`src/rtl/gemm_pkg.sv`:
```
// Shared definitions for the GEMM stream engine: FSM encoding, header layout, bus encodings.
package gemm_pkg;

    typedef enum logic [3:0] {
        ST_IDLE  = 4'd0,
        ST_HDR   = 4'd1,
        ST_CHECK = 4'd2,
        ST_CELL  = 4'd3,
        ST_RD_C  = 4'd4,
        ST_RD_A  = 4'd5,
        ST_RD_B  = 4'd6,
        ST_MAC   = 4'd7,
        ST_WR_C  = 4'd8,
        ST_DONE  = 4'd9,
        ST_ERR   = 4'd10
    } state_e;

    // Word offsets of the dimension header relative to cfg_base
    localparam int unsigned HDR_WIDTH_A  = 0;
    localparam int unsigned HDR_HEIGHT_A = 1;
    localparam int unsigned HDR_WIDTH_B  = 2;
    localparam int unsigned HDR_HEIGHT_B = 3;
    localparam int unsigned HDR_LEN      = 4;

    // mem_we encodings
    localparam logic MEM_RD = 1'b0;
    localparam logic MEM_WR = 1'b1;

endpackage

```
`src/rtl/gemm_addr_gen.sv`:
```
// Combinational address generator: operand region bases and the word address for the current state.
import gemm_pkg::*;

module gemm_addr_gen #(
    parameter int unsigned ADDR_W = 32,
    parameter int unsigned DIM_W  = 16
) (
    input  state_e              state,
    input  logic [ADDR_W-1:0]   cfg_base,
    input  logic [1:0]          hdr_idx,
    input  logic [DIM_W-1:0]    width_a,
    input  logic [DIM_W-1:0]    height_a,
    input  logic [DIM_W-1:0]    width_b,
    input  logic [DIM_W-1:0]    height_b,
    input  logic [DIM_W-1:0]    i,
    input  logic [DIM_W-1:0]    j,
    input  logic [DIM_W-1:0]    k,
    output logic [ADDR_W-1:0]   addr
);

    logic [ADDR_W-1:0] base_a;
    logic [ADDR_W-1:0] base_b;
    logic [ADDR_W-1:0] base_c;

    // Region bases follow the header; every term is widened to ADDR_W so products wrap mod 2^ADDR_W
    always_comb begin
        base_a = cfg_base + ADDR_W'(HDR_LEN);
        base_b = base_a + ADDR_W'(height_a) * ADDR_W'(width_a);
        base_c = base_b + ADDR_W'(height_b) * ADDR_W'(width_b);
        addr   = '0;
        case (state)
            ST_HDR:           addr = cfg_base + ADDR_W'(hdr_idx);
            ST_RD_A:          addr = base_a + ADDR_W'(i) * ADDR_W'(width_a) + ADDR_W'(k);
            ST_RD_B:          addr = base_b + ADDR_W'(k) * ADDR_W'(width_b) + ADDR_W'(j);
            ST_RD_C, ST_WR_C: addr = base_c + ADDR_W'(i) * ADDR_W'(width_b) + ADDR_W'(j);
            default:          addr = '0;
        endcase
    end

endmodule

```
`src/rtl/gemm_stream_engine.sv`:
```
// Memory-mapped GEMM engine: C = A*B or C += A*B over a single-outstanding word bus.
// Optional macro GEMM_SATURATE_EN: clamp results to the signed DATA_W range instead of truncating.
import gemm_pkg::*;

module gemm_stream_engine #(
    parameter int unsigned DATA_W = 16,
    parameter int unsigned ACC_W  = 40,
    parameter int unsigned ADDR_W = 32,
    parameter int unsigned DIM_W  = 16
) (
    input  logic                clk,
    input  logic                reset,
    input  logic                start,
    input  logic                acc_mode,
    input  logic [ADDR_W-1:0]   cfg_base,
    output logic                busy,
    output logic                done,
    output logic                err,
    output logic                mem_req,
    output logic                mem_we,
    output logic [ADDR_W-1:0]   mem_addr,
    output logic [DATA_W-1:0]   mem_wdata,
    input  logic [DATA_W-1:0]   mem_rdata,
    input  logic                mem_ack
);

    state_e                     state_q, state_n;
    logic                       acc_mode_q, acc_mode_n;
    logic [ADDR_W-1:0]          base_q, base_n;
    logic [1:0]                 hdr_idx_q, hdr_idx_n;
    logic [DIM_W-1:0]           width_a_q, width_a_n;
    logic [DIM_W-1:0]           height_a_q, height_a_n;
    logic [DIM_W-1:0]           width_b_q, width_b_n;
    logic [DIM_W-1:0]           height_b_q, height_b_n;
    logic [DIM_W-1:0]           i_q, i_n;
    logic [DIM_W-1:0]           j_q, j_n;
    logic [DIM_W-1:0]           k_q, k_n;
    logic [ACC_W-1:0]           acc_q, acc_n;
    logic signed [DATA_W-1:0]   opa_q, opa_n;
    logic signed [DATA_W-1:0]   opb_q, opb_n;

    logic                       busy_n, done_n, err_n;
    logic                       mem_req_n, mem_we_n;
    logic [ADDR_W-1:0]          mem_addr_n;
    logic [DATA_W-1:0]          mem_wdata_n;

    logic [ADDR_W-1:0]          addr_c;
    logic [DATA_W-1:0]          wdata_c;
    logic signed [2*DATA_W-1:0] prod_c;
    logic                       ack_c;
    logic                       req_state_c;
    logic [DIM_W-1:0]           k_inc_c;

    gemm_addr_gen #(
        .ADDR_W (ADDR_W),
        .DIM_W  (DIM_W)
    ) u_addr_gen (
        .state    (state_q),
        .cfg_base (base_q),
        .hdr_idx  (hdr_idx_q),
        .width_a  (width_a_q),
        .height_a (height_a_q),
        .width_b  (width_b_q),
        .height_b (height_b_q),
        .i        (i_q),
        .j        (j_q),
        .k        (k_q),
        .addr     (addr_c)
    );

    assign prod_c = opa_q * opb_q;

`ifdef GEMM_SATURATE_EN
    localparam logic signed [ACC_W-1:0] SAT_MAX = {{(ACC_W-DATA_W+1){1'b0}}, {(DATA_W-1){1'b1}}};
    localparam logic signed [ACC_W-1:0] SAT_MIN = {{(ACC_W-DATA_W+1){1'b1}}, {(DATA_W-1){1'b0}}};

    // Clamp the accumulator into the signed element range
    always_comb begin
        if ($signed(acc_q) > SAT_MAX) begin
            wdata_c = {1'b0, {(DATA_W-1){1'b1}}};
        end else if ($signed(acc_q) < SAT_MIN) begin
            wdata_c = {1'b1, {(DATA_W-1){1'b0}}};
        end else begin
            wdata_c = acc_q[DATA_W-1:0];
        end
    end
`else
    // Truncate the accumulator to the element width
    always_comb begin
        wdata_c = acc_q[DATA_W-1:0];
    end
`endif

    // State and datapath registers
    always_ff @(posedge clk or posedge reset) begin
        if (reset) begin
            state_q    <= ST_IDLE;
            acc_mode_q <= 1'b0;
            base_q     <= '0;
            hdr_idx_q  <= '0;
            width_a_q  <= '0;
            height_a_q <= '0;
            width_b_q  <= '0;
            height_b_q <= '0;
            i_q        <= '0;
            j_q        <= '0;
            k_q        <= '0;
            acc_q      <= '0;
            opa_q      <= '0;
            opb_q      <= '0;
            busy       <= 1'b0;
            done       <= 1'b0;
            err        <= 1'b0;
            mem_req    <= 1'b0;
            mem_we     <= 1'b0;
            mem_addr   <= '0;
            mem_wdata  <= '0;
        end else begin
            state_q    <= state_n;
            acc_mode_q <= acc_mode_n;
            base_q     <= base_n;
            hdr_idx_q  <= hdr_idx_n;
            width_a_q  <= width_a_n;
            height_a_q <= height_a_n;
            width_b_q  <= width_b_n;
            height_b_q <= height_b_n;
            i_q        <= i_n;
            j_q        <= j_n;
            k_q        <= k_n;
            acc_q      <= acc_n;
            opa_q      <= opa_n;
            opb_q      <= opb_n;
            busy       <= busy_n;
            done       <= done_n;
            err        <= err_n;
            mem_req    <= mem_req_n;
            mem_we     <= mem_we_n;
            mem_addr   <= mem_addr_n;
            mem_wdata  <= mem_wdata_n;
        end
    end

    // Next-state, bus handshake and MAC datapath
    always_comb begin
        state_n     = state_q;
        acc_mode_n  = acc_mode_q;
        base_n      = base_q;
        hdr_idx_n   = hdr_idx_q;
        width_a_n   = width_a_q;
        height_a_n  = height_a_q;
        width_b_n   = width_b_q;
        height_b_n  = height_b_q;
        i_n         = i_q;
        j_n         = j_q;
        k_n         = k_q;
        acc_n       = acc_q;
        opa_n       = opa_q;
        opb_n       = opb_q;
        busy_n      = busy;
        done_n      = 1'b0;
        err_n       = 1'b0;
        mem_req_n   = mem_req;
        mem_we_n    = mem_we;
        mem_addr_n  = mem_addr;
        mem_wdata_n = mem_wdata;
        k_inc_c     = k_q + DIM_W'(1);

        ack_c       = mem_req && mem_ack;
        req_state_c = (state_q == ST_HDR)  || (state_q == ST_RD_C) || (state_q == ST_RD_A) ||
                      (state_q == ST_RD_B) || (state_q == ST_WR_C);

        // A request is launched only while the bus is idle, which guarantees the gap cycle after an ack
        if (req_state_c && !mem_req) begin
            mem_req_n   = 1'b1;
            mem_we_n    = (state_q == ST_WR_C) ? MEM_WR : MEM_RD;
            mem_addr_n  = addr_c;
            mem_wdata_n = wdata_c;
        end
        if (ack_c) begin
            mem_req_n = 1'b0;
        end

        case (state_q)
            ST_IDLE: begin
                if (start) begin
                    state_n    = ST_HDR;
                    busy_n     = 1'b1;
                    acc_mode_n = acc_mode;
                    base_n     = cfg_base;
                    hdr_idx_n  = '0;
                end
            end
            ST_HDR: begin
                if (ack_c) begin
                    case (hdr_idx_q)
                        2'(HDR_WIDTH_A):  width_a_n  = DIM_W'(mem_rdata);
                        2'(HDR_HEIGHT_A): height_a_n = DIM_W'(mem_rdata);
                        2'(HDR_WIDTH_B):  width_b_n  = DIM_W'(mem_rdata);
                        default:          height_b_n = DIM_W'(mem_rdata);
                    endcase
                    if (hdr_idx_q == 2'(HDR_LEN - 1)) begin
                        state_n = ST_CHECK;
                    end else begin
                        hdr_idx_n = hdr_idx_q + 2'd1;
                    end
                end
            end
            ST_CHECK: begin
                if (width_a_q != height_b_q) begin
                    state_n = ST_ERR;
                    err_n   = 1'b1;
                    busy_n  = 1'b0;
                end else if ((width_a_q == '0) || (height_a_q == '0) ||
                             (width_b_q == '0) || (height_b_q == '0)) begin
                    state_n = ST_DONE;
                    done_n  = 1'b1;
                    busy_n  = 1'b0;
                end else begin
                    i_n     = '0;
                    j_n     = '0;
                    state_n = ST_CELL;
                end
            end
            ST_CELL: begin
                acc_n   = '0;
                k_n     = '0;
                state_n = acc_mode_q ? ST_RD_C : ST_RD_A;
            end
            ST_RD_C: begin
                if (ack_c) begin
                    acc_n   = ACC_W'($signed(mem_rdata));
                    state_n = ST_RD_A;
                end
            end
            ST_RD_A: begin
                if (ack_c) begin
                    opa_n   = mem_rdata;
                    state_n = ST_RD_B;
                end
            end
            ST_RD_B: begin
                if (ack_c) begin
                    opb_n   = mem_rdata;
                    state_n = ST_MAC;
                end
            end
            ST_MAC: begin
                acc_n   = acc_q + ACC_W'(prod_c);
                k_n     = k_inc_c;
                state_n = (k_inc_c == width_a_q) ? ST_WR_C : ST_RD_A;
            end
            ST_WR_C: begin
                if (ack_c) begin
                    if ((j_q + DIM_W'(1)) == width_b_q) begin
                        j_n = '0;
                        if ((i_q + DIM_W'(1)) == height_a_q) begin
                            state_n = ST_DONE;
                            done_n  = 1'b1;
                            busy_n  = 1'b0;
                        end else begin
                            i_n     = i_q + DIM_W'(1);
                            state_n = ST_CELL;
                        end
                    end else begin
                        j_n     = j_q + DIM_W'(1);
                        state_n = ST_CELL;
                    end
                end
            end
            ST_DONE:  state_n = ST_IDLE;
            ST_ERR:   state_n = ST_IDLE;
            default:  state_n = ST_IDLE;
        endcase
    end

endmodule
```
`config.mk`:
```
export PLATFORM = sky130hd
export DESIGN_NAME = gemm_stream_engine
export DESIGN_NICKNAME = d
export VERILOG_FILES = /design/src/rtl/gemm_pkg.sv /design/src/rtl/gemm_addr_gen.sv /design/src/rtl/gemm_stream_engine.sv
export SDC_FILE = /design/constraint.sdc
export NUM_CORES = 2
export LEC_CHECK = 0
export CORE_UTILIZATION = 31
export DETAILED_ROUTE_END_ITERATION = 8
export HOLD_SLACK_MARGIN = 0.02
export PLACE_DENSITY_LB_ADDON = 0.3
export SYNTH_ARGS = -nofsm -noshare
export SYNTH_HDL_FRONTEND = slang
export SYNTH_SLANG_ARGS = --single-unit
```
`constraint.sdc`:
```
create_clock -name clk -period 22 [get_ports clk]
set_clock_uncertainty 0.2 [all_clocks]
set_input_delay 4.4 -clock clk [delete_from_list [all_inputs] [get_ports clk]]
set_output_delay 4.4 -clock clk [all_outputs]
set_load 0.02 [all_outputs]
```
==> run summary <==
number of global-route vias before repair - 52600
die area - 0.210 sq mm
Longest Clk Path Bufs - 3
first drt pass iteration count - 6
Yosys Warn Count - 0
critical path class - reg -> reg
DR top layer - met5
final hold vios - 0
number of routed nets with antenna violations - 0
outcome - completed
first-pass GRT wire length - 337000 microns
Core Rows - 167
post-CTS resize count - 0
# IOs - 106
Syn Inst Count - 7259
post-synth top area share - 39.6%
RSZ-0062 raised after global routing - no
TritonCTS buffer count - 38
Synth Net Count - 9162
worst stage delay on the critical path - 0.68 ns
CTS Sinks - 252
routability cong. - 0.925
drt wl/cell - 22.2 microns
DP Wirelength - 173000 microns
critical path peak fanout - 27
Slew headroom - 12.6%
Critical Path AT - 13.66 ns
Max Fclk - 0.0752 GHz
Layout Nets - 9014
Startpoint Class - flop
area of the core - 0.207 sq mm
Area growth syn-to-layout - 8.24%
Vias/cell - 4.94
Final Max Slew Viols - 0
most common flop cell mapped by yosys - dfrtp_1
routed wl met2 - 105000 microns
largest net degree at the start of global routing - 134
DR vias - 49200
register clock-pin slew on the reported worst setup and hold paths - 0.06 ns
Area contributors post-synth - fa_1, ha_1, dfrtp_1
fillers - 21500
GR Overflow Total - 0
Post-synth EDFFs - 0
synthesized area per cell - 8.91 sq um
final period utilization - 60.5%
top post-synthesis cells by count - inv_1, fa_1, nand2_1
htree depth - 2
initial DRC count - 3569
slowest CP cell - a21oi_1
drt total wl - 221000 microns
die span in x - 459 microns
Die Ht - 459 microns
min Tclk post-route - 13.30 ns
synthesized flop and latch total - 252
Post-synth ARST share - 100%
MaxCap Viol Count - 0
Worst EP required - 22.36 ns
WP buf/inv - 8
# port buffers - 105
count leader, synth - inv_1
initial antenna violation count - 17
final setup margin - 8.70 ns
area of the mapped netlist - 0.0647 sq mm
DRC - 0
Initial Util - 31.2%
total track usage - 21.4%
CP delay by family, top - adder cells
CP dominant cell by count - fa_1
Clk Latency, worst-skew pair - 0.65 ns
HP Class - reg -> reg
DR WL met3 - 14200 microns
# hold bufs at CTS - 0
M1 WL - 91900 microns
setup TNS - 0 ns
TritonCTS clock tree - built
final setup violation count - 0
Root Driver - clkbuf_16
Synth cell types - 88
sequential fraction of the synthesis area - 9.75%
critical path endpoint category - flop
worst slew pin tran - 1.30 ns
worst slack, placed - 8.82 ns
share of cells above drive strength 1 - 5.32%
Synth area leader - fa_1
setup bufs post-CTS - 0
[state kept, by name (all words and copies together), names as in the netlist, 4 cells and up]
register and count:
i_q 16, mem_wdata 16, state_q 4, width_b_q 16
opb_q 16, mem_addr 32, k_q 16, acc_q 16
height_a_q 16, width_a_q 16, height_b_q 16, base_q 32
opa_q 16, j_q 16
[worst paths after layout]
kind / start / endpoint / slack [ns] / cells after the start
setup / recovery: width_a_q[3] / mem_addr[31] / 8.70 / 45
min in group asynchronous: reset / opa_q[11] / 4.19 / 2
max in group asynchronous: reset / base_q[28] / 15.79 / 3
hold / removal: mem_wdata[2] / mem_wdata[2] / 0.27 / 2
hold reg to reg: mem_wdata[2] / mem_wdata[2] / 0.27 / 2
setup reg to reg: width_a_q[3] / mem_addr[31] / 8.70 / 45
[metrics by stage]
stage | instances | util (%) | instance area (sq um) | hold WS, ns
after floorplan | 7259 | - | 64700 | 0.268
after CTS | 9929 | 33.8 | 69900 | 0.279
after global placement | 9859 | 33.1 | 68600 | 0.264
final | 9952 | 33.8 | 70000 | 0.273
after detailed placement | 9859 | 33.1 | 68600 | 0.265
after global routing | 9951 | 33.8 | 70000 | 0.308
[layout by cell type, fill, tap and decap left out, types with 45 or more instances in the layout]
cell type        netlist  layout
a21o_1                45      45
a21oi_1              166     166
and2_1               509     508
buf_4                  3     118
clkdlybuf4s50_1        0     105
dfrtp_1              252     236
fa_1                1279    1279
ha_1                 571     571
inv_1               1623    1622
mux2_2               129     129
nand2_1             1113    1112
nand3_1               58      57
nor2_1               153     151
o21ai_0              149     148
xnor2_1              221     221
xor2_1                96      96
[routing by layer]
layer  track usage (%)  up-vias
met5                 0        -
met4              8.82        6
li1                  -    21500
met1              27.9    25700
met3              2.75      341
met2              35.6     1629
[area by class of cell]
| cell class | count | area [sq um] | share of cell area [%] |
|---|---|---|---|
| tap | 2788 | 3490 | 4.98 |
| antenna | 23 | 57.6 | 0.0822 |
| inverter | 1623 | 6100 | 8.72 |
| clock inverter | 19 | 243 | 0.347 |
| clock buffer | 51 | 1100 | 1.57 |
| timing repair buffer | 224 | 1960 | 2.80 |
| sequential | 252 | 6330 | 9.04 |
| multi-input combinational | 4972 | 50700 | 72.5 |
[logic make-up after synthesis]
| kind of cell | share of synthesized area, % |
|---|---|
| xor gates and xnor gates | 4.33 |
| adders and majority gates | 50.7 |
| and+or+nand+nor | 15.2 |
| AOI/OAI and AO/OA | 5.83 |
| DFF | 9.75 |
| buffers and inverters | 11.9 |
| muxes | 2.34 |
[worst reg2reg max path, delay by kind of cell (launching register included)]
kind	cells	cell delay, ns
flops	1	0.63
simple gates	11	1.51
xor+xnor	2	0.50
fa+ha+maj	16	7.45
buf+inv	8	0.79
compound gates	8	2.17
Power is not shown: default switching activity piles up to over one toggle a cycle in this logic, so the estimate is an artifact.
